$ cat config.mk
export PLATFORM = sky130hd
export DESIGN_NAME = rf_wb_sched
export DESIGN_NICKNAME = d
export VERILOG_FILES = /design/src/rtl/rf_wb_sched.sv
export SDC_FILE = /design/constraint.sdc
export NUM_CORES = 1
export LEC_CHECK = 0
export CAP_MARGIN = 10
export CORE_MARGIN = 5
export CORE_UTILIZATION = 40
export DETAILED_ROUTE_END_ITERATION = 10
export PLACE_DENSITY = 0.9
export SYNTH_ARGS = -nofsm -noshare
export SYNTH_HDL_FRONTEND = slang
export SYNTH_SLANG_ARGS = --single-unit
export TNS_END_PERCENT = 5
$ cat constraint.sdc
create_clock -name clk -period 3.05 [get_ports clk]
set_input_delay 0.61 -clock clk [delete_from_list [all_inputs] [get_ports clk]]
set_output_delay 0.61 -clock clk [all_outputs]
set_load 0.1 [all_outputs]
$ cat src/rtl/rf_wb_sched.sv
// Register-file write-port scheduler and long-unit scoreboard.
// Ports: issue (iss_*, stall), pipe wb (pipe_*), long unit (lu_*), regfile (rf_*).
module rf_wb_sched #(
  parameter int unsigned MAX_PEND   = 4,
  parameter int unsigned STARVE_LIM = 3
) (
  input  logic        clk,
  input  logic        rst,
  input  logic        iss_valid,
  input  logic [4:0]  iss_ra,
  input  logic [4:0]  iss_rb,
  input  logic [4:0]  iss_rd,
  input  logic        iss_long,
  output logic        stall,
  input  logic        pipe_we,
  input  logic [4:0]  pipe_rd,
  input  logic [31:0] pipe_di,
  input  logic        lu_valid,
  input  logic [4:0]  lu_rd,
  input  logic [31:0] lu_di,
  output logic        lu_ready,
  output logic        rf_we,
  output logic [4:0]  rf_rd,
  output logic [31:0] rf_di
);

  localparam int unsigned PW = 4;
  localparam int unsigned CW = $clog2(STARVE_LIM + 1);

  localparam logic [1:0] S_IDLE  = 2'd0;
  localparam logic [1:0] S_WAIT  = 2'd1;
  localparam logic [1:0] S_FORCE = 2'd2;

  logic [31:0]   busy_q, busy_d;
  logic [PW-1:0] pend_q, pend_d;
  logic [CW-1:0] cnt_q, cnt_d;
  logic [CW-1:0] cnt_inc;
  logic [1:0]    st_q, st_d;

  logic pipe_act;
  logic commit;
  logic fire;
  logic lng_fire;
  logic hazard;
  logic at_lim;
  logic denied;

  assign pipe_act = pipe_we & (pipe_rd != 5'd0);

  always_comb begin
    if (pipe_act) begin
      lu_ready = 1'b0;
      rf_we    = 1'b1;
      rf_rd    = pipe_rd;
      rf_di    = pipe_di;
    end else begin
      lu_ready = 1'b1;
      rf_we    = lu_valid;
      rf_rd    = lu_rd;
      rf_di    = lu_di;
    end
  end

  assign commit = lu_valid & lu_ready;
  assign denied = lu_valid & ~lu_ready;

  assign hazard = busy_q[iss_ra]
                | busy_q[iss_rb]
                | busy_q[iss_rd];

  assign at_lim = (pend_q == PW'(MAX_PEND));

  assign stall = iss_valid
               & (hazard
                  | (iss_long & at_lim)
                  | (st_q == S_FORCE));

  assign fire     = iss_valid & ~stall;
  assign lng_fire = fire & iss_long;

  // Clear first so that a same-cycle issue to the
  // committing register leaves it busy.
  always_comb begin
    busy_d = busy_q;
    if (commit) begin
      busy_d[lu_rd] = 1'b0;
    end
    if (lng_fire && (iss_rd != 5'd0)) begin
      busy_d[iss_rd] = 1'b1;
    end
    busy_d[0] = 1'b0;
  end

  always_comb begin
    pend_d = pend_q;
    if (lng_fire && !commit) begin
      if (!at_lim) begin
        pend_d = pend_q + PW'(1);
      end
    end else if (commit && !lng_fire) begin
      if (pend_q != '0) begin
        pend_d = pend_q - PW'(1);
      end
    end
  end

  assign cnt_inc = cnt_q + CW'(1);

  always_comb begin
    st_d  = st_q;
    cnt_d = cnt_q;
    unique case (st_q)
      S_IDLE: begin
        if (denied) begin
          cnt_d = CW'(1);
          st_d  = (STARVE_LIM == 1) ? S_FORCE
                                    : S_WAIT;
        end
      end
      S_WAIT: begin
        if (!denied) begin
          st_d  = S_IDLE;
          cnt_d = '0;
        end else begin
          cnt_d = cnt_inc;
          if (cnt_inc == CW'(STARVE_LIM)) begin
            st_d = S_FORCE;
          end
        end
      end
      S_FORCE: begin
        if (!denied) begin
          st_d  = S_IDLE;
          cnt_d = '0;
        end
      end
      default: begin
        st_d  = S_IDLE;
        cnt_d = '0;
      end
    endcase
  end

  always_ff @(posedge clk or negedge rst) begin
    if (!rst) begin
      busy_q <= '0;
      pend_q <= '0;
      cnt_q  <= '0;
      st_q   <= S_IDLE;
    end else begin
      busy_q <= busy_d;
      pend_q <= pend_d;
      cnt_q  <= cnt_d;
      st_q   <= st_d;
    end
  end

endmodule

[Word-level counts from Yosys, hierarchy flattened]
Index checks and enable logic that the tools add are counted.
Storage, ports and cells
  output and inout bits: 40
  bits of input ports: 95
  register bits: 39
  word-level logic and storage cells: 79
Cells by class
  equal/unequal tests: 8
  bitwise operators: 15
  add/sub/neg operators: 3
  muxes and demuxes: 27
  reduce and logical (&&, ||, !) cells: 16
  $lt $le $gt $ge: 6
Operators by type and width (number)
  $mux W32: 3
  $and A32 B32 Y32: 1
  $not A32 Y32: 1
  $or A32 B32 Y32: 1
  $lt A5 B6 Y1 const B: 4
  $mux W4: 4
  $bmux W1 S5: 3
  $pmux W2 S3: 2
  $demux W1 S5: 2
  $ge A5 B1 Y1 const B: 2
  $mux W2: 5
  $reduce_bool A5 Y1: 2
  $and A1 B1 Y1: 7
  $mux W1: 7
  $ne A2 B2 Y1 const B: 3
  $reduce_and A3 Y1: 2
  $logic_and A1 B1 Y1: 5
  $mux W5: 1
  $add A4 B1 Y4 const B: 1
  $eq A2 B2 Y1 const B: 2
  $eq A4 B3 Y1 const B: 1
  $or A1 B1 Y1: 4
  $reduce_bool A2 Y1: 2
  $reduce_bool A4 Y1: 1
  8 further kinds: 9

[Depth between registers and ports, before layout]
  word-level depth: 14
  depth in mapped cells: 17
  mapped depth without buffers: 14

[Worst setup path after synthesis]
No wires, ideal clock.
  path type: input-to-output
  start point: input pipe_rd[3]
  end point: output rf_we
  setup slack: -1045 ps
  arrival: 3485 ps
  cell stages on the path: 4
  data required time: 2440 ps
  buffers on the path: 1
  path through: or4_1 -> o21ai_1 -> clkbuf_1 -> nand2_1
On the way
  longest elaborated chain between the ends: 3
Ends and longest elaborated chain
  start, declared: RTL line 16  | input logic [4:0] pipe_rd,
  $reduce_bool A5 Y1: RTL line 48  | assign pipe_act = pipe_we & (pipe_rd != 5'd0);
  $and A1 B1 Y1: RTL line 48
  $mux W1: RTL line 51  | if (pipe_act) begin
  end, declared: RTL line 22  | output logic rf_we,
Every way passes these cells.

[Worst setup path after layout]
  start point: input iss_rb[1]
  end point: output stall
On the way
  longest elaborated chain between the ends: 7
Ends and longest elaborated chain
  start, declared: RTL line 11  | input logic [4:0] iss_rb,
  $bmux W1 S5: RTL line 68  | | busy_q[iss_rb]
  $mux W1 (not written as such): RTL line 68
  $or A1 B1 Y1: RTL line 68
  $or A1 B1 Y1: RTL line 69  | | busy_q[iss_rd];
  $or A1 B1 Y1: RTL line 75  | | (iss_long & at_lim)
  $or A1 B1 Y1: RTL line 76  | | (st_q == S_FORCE));
  $and A1 B1 Y1: RTL line 74  | & (hazard
  end, declared: RTL line 14  | output logic stall,
Every way passes these cells. The select of a mux whose other input is x is not followed.

==> results_dict.tcl <==
set metrics [dict create \
    p_int_mw 1.68 \
    syn_inst 367 \
    clkPwrFrac 0.181 \
    nets 658 \
    grt_max_degree 40 \
    ioPinCount 135 \
    cts_tree "yes" \
    critPathLaunch "iss_rb[1]" \
    grt_setup_unrepaired "yes" \
    p_comb_frac 0.555 \
    critPathLaunchType "input pin" \
    cp_max_fo 32 \
    clock-sinks 39 \
    grt.total_usage 0.301 \
    syn_area_um2 3400 \
    vdd_drop_max_mv 0.289 \
    endpoint_kind "primary output" \
    grt_pass1_vias 4419 \
    violations "negative setup slack" \
    critical-path-max-stage-delay_ns 0.38 \
    synth_top_area_frac 0.287 \
    rows 33 \
    chipHeight_um 102 \
    worstMarginPinSlew_ns 0.712 \
    final.period_utilization 1.09 \
    wl_per_cell_um 23.1 \
    clock.fmax_mhz 301 \
    antennaDiodeCount 0 \
    report.final.slew_viol_count 0 \
    reg2reg_slack_ns -0.17 \
    finalCriticalPeriod_ns 3.32 \
    initial_core_util 0.412 \
    max-cap-violations 0 \
    layout-drive-gt1-share 0.367 \
    dp_slack_ns -1.08 \
    syn_to_final_growth_pct 77.0 \
    yosys_most_used_dff "dfrtp_1" \
    seqPwrFrac 0.264 \
    clk_latency_ns 0.30 \
    synth-seq-cells 39 \
    place_congestion 1.14 \
    yosysTopAreaCell "dfrtp_1" \
    clkSlewWorstSetupHoldPaths_ns 0.08 \
    synthArstFlopShare 1.00 \
    worstPathArrival_ns 2.71 \
    outcome "finished, violations left" \
    reg2reg_depth 11 \
    ys_warn_count 0 \
    pwr_density_cell_nw_per_um2 475 \
    finalInstanceArea_um2 6010 \
    drt-pass1-iter-count 9 \
    synth_common_cells "39 x dfrtp_1, 39 x mux2_2, 39 x nand2_1" \
    setup_tns_ns -0.786 \
    seq_area_frac_synth 0.287 \
    worstHoldPathType "reg2reg" \
    vias_per_cell 6.26 \
    slew_headroom 0.524 \
    crit_end "stall" \
    drc 0 \
    whs_ns 0.482 \
    fillers 548 \
    switchingPower_mw 1.18 \
    final_cells 664 \
    hpwl_um 12000 \
    power_mw 2.86 \
    postCtsHoldBufs 0 \
    crit_chain "clkdlybuf4s15_2 > buf_4 > and2b_2 > a221oi_2 > a2111oi_2 > nor3_1 > nand4_1 > buf_6 > o31a_4 > buf_12" \
    htree_levels 2 \
    via_count 4155 \
    cts_max_path_buffers 2 \
    numCtsBuffers 5 \
    cpMaxStageDelayCell "o31a_4" \
    antenna_found_initial 0 \
    final_util 0.728 \
    p_sw_frac 0.413 \
    antenna_left 0 \
    synth.avg_cell_area_um2 9.26 \
    crit_required_ns 2.44 \
    numPortBuffers 134 \
    setup_violations 4 \
    syn-num-nets 467 \
    wl_um 15400 \
    rr_startpoint "busy_q[20]" \
    grt_overflow_total 0 \
    drt_iter0_markers 552 \
    ys_types 51 \
    clock_skew_ns 0.00903 \
    synthTopCellsByArea "dfrtp_1 29%, mux2_2 13%, o31ai_1 6.8%" \
    core_um2 8260 \
    clockRootBuffer "clkbuf_8" \
    rr_endpoint "pend_q[2]" \
    grt_pass1_wl_um 23600 \
    die-area_um2 10400 \
    setup_ws_ns -0.271 \
    place_inst 648 \
    dpl-instance-area_um2 5690 \
    report.final.hold_viol_count 0 \
    leakage_nw 2.52 \
    critPathKind "in2out" \
    die_x_um 102 \
    synth_edf_count 0 \
]
## flip-flops by register name, summed over array words and instances, names as in the netlist
| signal | cells |
|---|---|
| cnt_q | 2 |
| pend_q | 4 |
| busy_q | 31 |
| st_q | 2 |
## metal layers
layer	vias to the layer above	wire, µm	GRT usage
met3	88	1780	0.0874
met2	364	8180	0.571
met1	1931	4600	0.303
met4	0	801	0.129
met5	-	0	0
li1	1772	-	-
## placed cells by master, fill, tap and decap left out, types with 5 or more instances in the layout
master and instances:
buf_12 41, buf_4 66, buf_6 9, clkbuf_8 5
clkdlybuf4s50_1 83, dfrtp_1 39, dlygate4sd2_1 5, inv_1 11
mux2_2 36, mux2i_1 15, mux4_2 11, nand2_1 34
nand2_2 5, nand3_1 23, nand3b_1 5, nor2_1 19
nor3_1 5, o21ai_0 34, o31ai_1 31
## cell type report
type                    count  area [µm²]  area share
flip-flops and latches     39         976       0.162
clock buffers               6        72.6      0.0121
repair buffers            210        2370       0.394
clock inverters             2        60.1     0.00999
well taps                 105         131      0.0218
inverters                  12        47.5     0.00791
multi-input cells         290        2360       0.392
## worst min path at each step
stage | slack (ns) | end | depth (start not counted) | from
finish | 0.48 | pend_q[3] | 1 | pend_q[3]
CTS | 0.48 | pend_q[3] | 1 | pend_q[3]
global route | 0.51 | pend_q[3] | 1 | pend_q[3]
floorplan | 0.31 | busy_q[10] | 0 | rst
global placement | 0.46 | pend_q[3] | 1 | pend_q[3]
detailed placement | 0.46 | pend_q[3] | 1 | pend_q[3]
## cells by family (layout without fill, tap and decap cells)
kind of cell | count (synthesis) | in the layout | share of synthesized area
XOR/XNOR | 4 | 4 | 0.0103
buffers and inverters | 38 | 230 | 0.0556
flip-flops | 39 | 39 | 0.287
multiplexers | 67 | 67 | 0.266
AO/OA/AOI/OAI | 96 | 96 | 0.187
adder cells (fa/ha/maj) | 5 | 5 | 0.0206
AND/OR/NAND/NOR | 118 | 118 | 0.173
## worst max-delay path: cells and delay by family
kind	cells	cell delay [ns]
and+or+nand+nor	3	0.54
buffers and inverters	4	0.78
AOI/OAI and AO/OA	3	0.78
## what timing repair did
item / in CTS / in global routing
gates resized for setup: 54 / 7
endpoints found under the setup margin: 38 / 24
pin swaps: 13 / 6
setup buffers: 7 / 1
cloned: 1 / 0
hold endpoints to repair: 0 / 0
## power by group through the flow
stage	sequential (mW)	clock [mW]	combinational, mW
finish	0.754	0.517	1.59
global route	0.761	0.539	1.66
CTS	0.735	0.517	1.54
detailed placement	0.743	0	1.50
global placement	0.734	0	1.43
floorplan	0.712	0	0.852
Power figures use the tool's default switching activity.
